File: config.mk
export PLATFORM = sky130hd
export DESIGN_NAME = pwm_register_access_controller_flat
export DESIGN_NICKNAME = d
export VERILOG_FILES = /design/src/rtl/pwm_register_access_controller_if.sv /design/src/rtl/pwm_register_access_controller.sv /design/src/flat_wrapper.sv
export SDC_FILE = /design/constraint.sdc
export NUM_CORES = 1
export LEC_CHECK = 0
export ABC_CLOCK_PERIOD_IN_PS = 1800
export CAP_MARGIN = 20
export CORE_ASPECT_RATIO = 1.4
export CORE_MARGIN = 2
export CORE_UTILIZATION = 43
export DETAILED_ROUTE_END_ITERATION = 16
export PLACE_DENSITY = 0.79
export SLEW_MARGIN = 5
export SYNTH_ARGS = -nofsm -noshare
export SYNTH_HDL_FRONTEND = slang
export SYNTH_SLANG_ARGS = --single-unit
File: constraint.sdc
create_clock -name CLK -period 1.8 [get_ports CLK]
set_input_delay 0.27 -clock CLK [delete_from_list [all_inputs] [get_ports CLK]]
set_output_delay 0.27 -clock CLK [all_outputs]
set_load 0.02 [all_outputs]
File: src/rtl/pwm_register_access_controller_if.sv
// Byte-level bus between the serial slave front-end / register bank and the
// register access controller. The controller connects through the slave modport.
interface pwm_register_access_controller_if #(
  parameter int unsigned AddressWidth = 8
);
  logic                    StartMatch;
  logic                    RnW;
  logic                    Stop;
  logic                    RxValid;
  logic [7:0]              RxData;
  logic                    TxReq;
  logic [7:0]              TxData;
  logic                    TxValid;
  logic [AddressWidth-1:0] RdAddr;
  logic [7:0]              RegRdData;
  logic [AddressWidth-1:0] WrAddr;
  logic [7:0]              WrData;
  logic                    WrEn;
  logic                    Busy;
  logic                    RangeErr;

  modport master (
    output StartMatch, RnW, Stop, RxValid, RxData, TxReq, RegRdData,
    input  TxData, TxValid, RdAddr, WrAddr, WrData, WrEn, Busy, RangeErr
  );

  modport slave (
    input  StartMatch, RnW, Stop, RxValid, RxData, TxReq, RegRdData,
    output TxData, TxValid, RdAddr, WrAddr, WrData, WrEn, Busy, RangeErr
  );
endinterface

File: src/rtl/pwm_register_access_controller.sv
// Transaction sequencer: first write byte sets the register pointer, further
// bytes stream into / out of consecutive registers with range gating.
module pwm_register_access_controller #(
  parameter int unsigned AddressWidth = 8,
  parameter int unsigned NumRegs      = 16
) (
  input  logic                            CLK,
  input  logic                            RST,
  pwm_register_access_controller_if.slave bus
);

  typedef enum logic [1:0] {
    IDLE       = 2'd0,
    GET_ADDR   = 2'd1,
    WRITE_DATA = 2'd2,
    READ_DATA  = 2'd3
  } state_t;

  state_t                  state_q, state_d;
  logic [AddressWidth-1:0] ptr_q, ptr_d;
  logic [AddressWidth-1:0] wr_addr_q, wr_addr_d;
  logic [7:0]              wr_data_q, wr_data_d;
  logic                    wr_en_q, wr_en_d;
  logic [7:0]              tx_data_q, tx_data_d;
  logic                    tx_valid_q, tx_valid_d;
  logic                    range_err_q, range_err_d;
  logic                    in_range;

  assign in_range = (32'(ptr_q) < NumRegs);

  // State and datapath registers, synchronous reset discards pending strobes
  always_ff @(posedge CLK) begin
    if (RST) begin
      state_q     <= IDLE;
      ptr_q       <= '0;
      wr_addr_q   <= '0;
      wr_data_q   <= '0;
      wr_en_q     <= 1'b0;
      tx_data_q   <= '0;
      tx_valid_q  <= 1'b0;
      range_err_q <= 1'b0;
    end else begin
      state_q     <= state_d;
      ptr_q       <= ptr_d;
      wr_addr_q   <= wr_addr_d;
      wr_data_q   <= wr_data_d;
      wr_en_q     <= wr_en_d;
      tx_data_q   <= tx_data_d;
      tx_valid_q  <= tx_valid_d;
      range_err_q <= range_err_d;
    end
  end

  // Next state: StartMatch beats Stop beats byte events
  always_comb begin
    state_d = state_q;
    if (bus.StartMatch) begin
      state_d = bus.RnW ? READ_DATA : GET_ADDR;
    end else if (bus.Stop) begin
      state_d = IDLE;
    end else if (state_q == GET_ADDR && bus.RxValid) begin
      state_d = WRITE_DATA;
    end
  end

  // Datapath next values; bytes/requests coinciding with Start/Stop are dropped
  always_comb begin
    ptr_d       = ptr_q;
    wr_addr_d   = wr_addr_q;
    wr_data_d   = wr_data_q;
    wr_en_d     = 1'b0;
    tx_data_d   = tx_data_q;
    tx_valid_d  = 1'b0;
    range_err_d = range_err_q;
    if (bus.StartMatch) begin
      range_err_d = 1'b0;
    end else if (!bus.Stop) begin
      unique case (state_q)
        GET_ADDR: begin
          if (bus.RxValid) begin
            ptr_d = AddressWidth'(bus.RxData);
          end
        end
        WRITE_DATA: begin
          if (bus.RxValid) begin
            ptr_d = ptr_q + AddressWidth'(1);
            if (in_range) begin
              wr_en_d   = 1'b1;
              wr_addr_d = ptr_q;
              wr_data_d = bus.RxData;
            end else begin
              range_err_d = 1'b1;
            end
          end
        end
        READ_DATA: begin
          if (bus.TxReq) begin
            ptr_d      = ptr_q + AddressWidth'(1);
            tx_valid_d = 1'b1;
            if (in_range) begin
              tx_data_d = bus.RegRdData;
            end else begin
              tx_data_d   = '0;
              range_err_d = 1'b1;
            end
          end
        end
        default: ;
      endcase
    end
  end

  assign bus.RdAddr   = ptr_q;
  assign bus.WrAddr   = wr_addr_q;
  assign bus.WrData   = wr_data_q;
  assign bus.WrEn     = wr_en_q;
  assign bus.TxData   = tx_data_q;
  assign bus.TxValid  = tx_valid_q;
  assign bus.RangeErr = range_err_q;
  assign bus.Busy     = (state_q != IDLE);

endmodule

File: src/flat_wrapper.sv
// flat-port wrapper written by rule: the top's interface ports become plain ports
module pwm_register_access_controller_flat 
#(
  parameter int unsigned AddressWidth = 8,
  parameter int unsigned NumRegs      = 16
)
  (CLK, RST, bus_StartMatch, bus_RnW, bus_Stop, bus_RxValid, bus_RxData, bus_TxReq, bus_RegRdData, bus_TxData, bus_TxValid, bus_RdAddr, bus_WrAddr, bus_WrData, bus_WrEn, bus_Busy, bus_RangeErr);
  pwm_register_access_controller_if #(.AddressWidth(AddressWidth)) bus_i ();
  input  logic CLK;
  input  logic RST;
  input wire logic [$bits(bus_i.StartMatch)-1:0] bus_StartMatch;
  input wire logic [$bits(bus_i.RnW)-1:0] bus_RnW;
  input wire logic [$bits(bus_i.Stop)-1:0] bus_Stop;
  input wire logic [$bits(bus_i.RxValid)-1:0] bus_RxValid;
  input wire logic [$bits(bus_i.RxData)-1:0] bus_RxData;
  input wire logic [$bits(bus_i.TxReq)-1:0] bus_TxReq;
  input wire logic [$bits(bus_i.RegRdData)-1:0] bus_RegRdData;
  output wire logic [$bits(bus_i.TxData)-1:0] bus_TxData;
  output wire logic [$bits(bus_i.TxValid)-1:0] bus_TxValid;
  output wire logic [$bits(bus_i.RdAddr)-1:0] bus_RdAddr;
  output wire logic [$bits(bus_i.WrAddr)-1:0] bus_WrAddr;
  output wire logic [$bits(bus_i.WrData)-1:0] bus_WrData;
  output wire logic [$bits(bus_i.WrEn)-1:0] bus_WrEn;
  output wire logic [$bits(bus_i.Busy)-1:0] bus_Busy;
  output wire logic [$bits(bus_i.RangeErr)-1:0] bus_RangeErr;
  assign bus_i.StartMatch = bus_StartMatch;
  assign bus_i.RnW = bus_RnW;
  assign bus_i.Stop = bus_Stop;
  assign bus_i.RxValid = bus_RxValid;
  assign bus_i.RxData = bus_RxData;
  assign bus_i.TxReq = bus_TxReq;
  assign bus_i.RegRdData = bus_RegRdData;
  assign bus_TxData = bus_i.TxData;
  assign bus_TxValid = bus_i.TxValid;
  assign bus_RdAddr = bus_i.RdAddr;
  assign bus_WrAddr = bus_i.WrAddr;
  assign bus_WrData = bus_i.WrData;
  assign bus_WrEn = bus_i.WrEn;
  assign bus_Busy = bus_i.Busy;
  assign bus_RangeErr = bus_i.RangeErr;
  pwm_register_access_controller #(.AddressWidth(AddressWidth), .NumRegs(NumRegs)) u_core (.CLK(CLK), .RST(RST), .bus(bus_i));
endmodule
==> results.toml <==
[run_status]
status = "completed"

[critical_path]
end_kind = "primary output"
worst-path-stages = 1
worstPathArrival_ns = 1.47
critPathSlowestCell = "clkdlybuf4s50_1"
crit_family = "buffers and inverters"
worstPathBufferInverterCount = 1
cp.required_ns = 1.53
crit_path_cell_trace = "clkdlybuf4s50_1"
path_class = "reg -> out"
cp_max_fo = 8
reg2reg_depth = 6
critPathLaunchType = "register"
crit_path_max_incr_delay_ns = 0.68

[placement]
dp.cells = 283
gp_congestion = 0.884
portBuffers = 58
dpl.hpwl_um = 3090
dp_slack_ns = -0.104

[timing]
fin_ws_ns = 0.0615
finalMaxSlewViolations = 0
rsz0062_at_grt = "no"
min_period_ns = 1.74
setup_tns_ns = 0
hold_slack_ns = 0.453
tightest_slew_ns = 0.556
hold_viol = 0
timing.fmax_mhz = 575
fin_worst_skew_ns = 0.00541
fin_crit_sh_pct = 96.6
relSlewSlack_pct = 62.9
setup_viol = 0

[final_layout]
drive_gt1_share_pct = 15.1
final_cells = 291
diodes = 0
area_growth_syn_to_layout_pct = 54.4
fin_nets = 274

[clock_tree]
cts_buffer_depth = 2
htree_num_levels = 2
cts_inserted_buffers = 5
clk_pin_slew_ns = 0.07
cts.sinks = 37
clk_latency_ns = 0.29
cts_root_buf = "clkbuf_8"
cts_tree = "yes"

[floorplanning]
ioPinCount = 59
dieArea_sq_mm = 0.00414
rows = 25
die-height_um = 75.3
die_w_um = 55.0
core_sq_mm = 0.00344
initial_core_util_pct = 45.4

[yosys]
ys_types = 41
yosys.area_share.simple_pct = 26.0
synthArstFlopShare_pct = 0
synth_top_family_by_area = "simple AND/OR/NAND/NOR gates"
synthAdderAreaFrac_pct = 0.801
synthMuxAreaShare_pct = 2.24
synth_edf_count = 0
synth_top_area_share_pct = 47.4
synth-xor-area-share_pct = 0
synth_compound_area_share_pct = 19.6
synthTopCellsByArea = "dfxtp_1 (47%), nand2_1 (7.0%), a21oi_1 (4.8%), a22o_1 (4.5%), nor2_1 (3.4%)"
yosysWarnings = 0
syn_area_sq_mm = 0.00156
synth-main-ff-cell = "dfxtp_1"
syn_inst = 174
yosys.area.top_type = "dfxtp_1"
syn_area_per_cell_sq_um = 8.98
seq_area_frac_synth_pct = 47.4
syn_nets = 198
ys_ff_latch = 37

[detailed_routing]
dr.pass1.iters = 4
drc = 0
drt-initial-drc-count = 21
avgViaCountPerCell = 5.39
ant_nets = 0
wl_per_cell_um = 13.9
via_count = 1568
routed_wl_um = 4050

[run]
cap_violations = 0

[global_routing]
grt_pass1_wl_um = 6350
antenna_found_initial = 0
grt_max_degree = 15
grt_pass1_vias = 1472
grt-ovfl-total = 0
gr-usage-all-layers_pct = 21.5

[pwr]
powerDensity_mw_per_mm2 = 697
ir_drop_v = 0.000820
p_leak_nw = 0.890

[worst_hold_path]
holdPathStages = 2
hp-class = "reg -> reg"
-- power breakdown --
| group | internal, mW | switching, mW | total, mW |
|---|---|---|---|
| logic | 0.112 | 0.0897 | 0.202 |
| clock network | 0.346 | 0.287 | 0.633 |
| registers | 0.829 | 0.0167 | 0.846 |
| total | 1.29 | 0.394 | 1.68 |
-- path summary, 6_finish.rpt --
path / from / endpoint / slack, ns
hold / removal: u_core.bus.WrData[4]$_SDFFE_PP0P_ / u_core.bus.WrData[4]$_SDFFE_PP0P_ / 0.45
setup reg to reg: u_core.state_q[1]$_SDFFE_PP0P_ / u_core.bus.RdAddr[4]$_SDFFE_PP0P_ / 0.24
hold reg to reg: u_core.bus.WrData[4]$_SDFFE_PP0P_ / u_core.bus.WrData[4]$_SDFFE_PP0P_ / 0.45
setup / recovery: u_core.bus.RdAddr[4]$_SDFFE_PP0P_ / bus_RdAddr[4] / 0.06
-- metrics by stage --
stage                     power (mW)  area [sq um]  utilization, %
final                           1.68          2410            70.1
after global routing            1.75          2410            70.1
after CTS                       1.70          2410            70.0
after detailed placement        1.07          2310            67.0
after global placement          1.06          2310            67.0
after floorplan                0.948          1560               -
-- sequential cells by signal, indices dropped and copies added, names as in the netlist --
name and count:
u_core.bus.TxValid 1, u_core.bus.WrAddr 8, u_core.bus.WrData 8, u_core.bus.WrEn 1
u_core.bus.RdAddr 8, u_core.state_q 2, u_core.bus.TxData 8, u_core.bus.RangeErr 1
-- cell type report --
class / count / area (sq um)
multi-input combinational: 125 / 761
tap: 40 / 50.0
clock inverter: 1 / 5.00
clock buffer: 7 / 96.3
inverter: 3 / 11.3
sequential: 37 / 743
timing repair buffer: 78 / 746
fill: 290 / 1030
-- synthesized netlist by cell type, types with 2 or more instances --
cell / n
clkbuf_1: 5
a311oi_1: 2
dfxtp_1: 37
nand2_1: 29
and2_1: 6
buf_4: 2
nand3_1: 4
nand4_1: 6
a21oi_1: 15
nand2b_1: 3
nor2b_1: 2
o21ai_0: 2
a21o_1: 2
a211oi_1: 3
and4_1: 2
nor2_1: 14
inv_1: 3
a22o_1: 8
a31oi_1: 6
nor3_1: 2
-- kinds of logic after synthesis --
| logic type | count (synthesis) |
|---|---|
| buf+inv | 12 |
| flops | 37 |
| mux | 3 |
| fa+ha+maj | 1 |
| compound gates | 43 |
| simple gates | 78 |
-- routing by layer --
metal	vias to the layer above	routed length (um)	GRT usage (%)	part of all wire, %
met2	61	1940	37.2	48
met1	714	1630	22.8	40
li1	782	-	-	-
met3	11	348	7.06	8.6
met4	0	130	10.8	3.2
met5	-	0	0	0
-- placed cells by master (no fill, tap or decap), drive strengths merged --
master         instances
and2                   6
o22ai                  1
and4                   2
a211oi                 4
nor2b                  2
a311oi                 2
a21o                   2
or3b                   1
nand2                 29
o21ai                  2
or4                    1
nor3b                  1
dfxtp                 37
a221oi                 1
nor4                   2
clkinv                 1
a211o                  1
a31oi                  6
mux2                   1
nor2                  14
mux2i                  2
and3                   1
nor3                   2
nand4                  6
nand2b                 3
nand3                  4
nand3b                 1
clkbuf                 7
a21oi                 15
inv                    3
ha                     1
a22o                   8
or2                    2
buf                   20
a32oi                  1
clkdlybuf4s50         57
or3                    1
dlymetal6s2s           1
-- what timing repair did --
item / CTS / global route
buffers inserted: 0 / 0
gates resized for setup: 1 / 2
setup endpoints to repair: 1 / 2
hold buffers: 0 / 0
No activity file was read; power rests on OpenSTA's default activity.
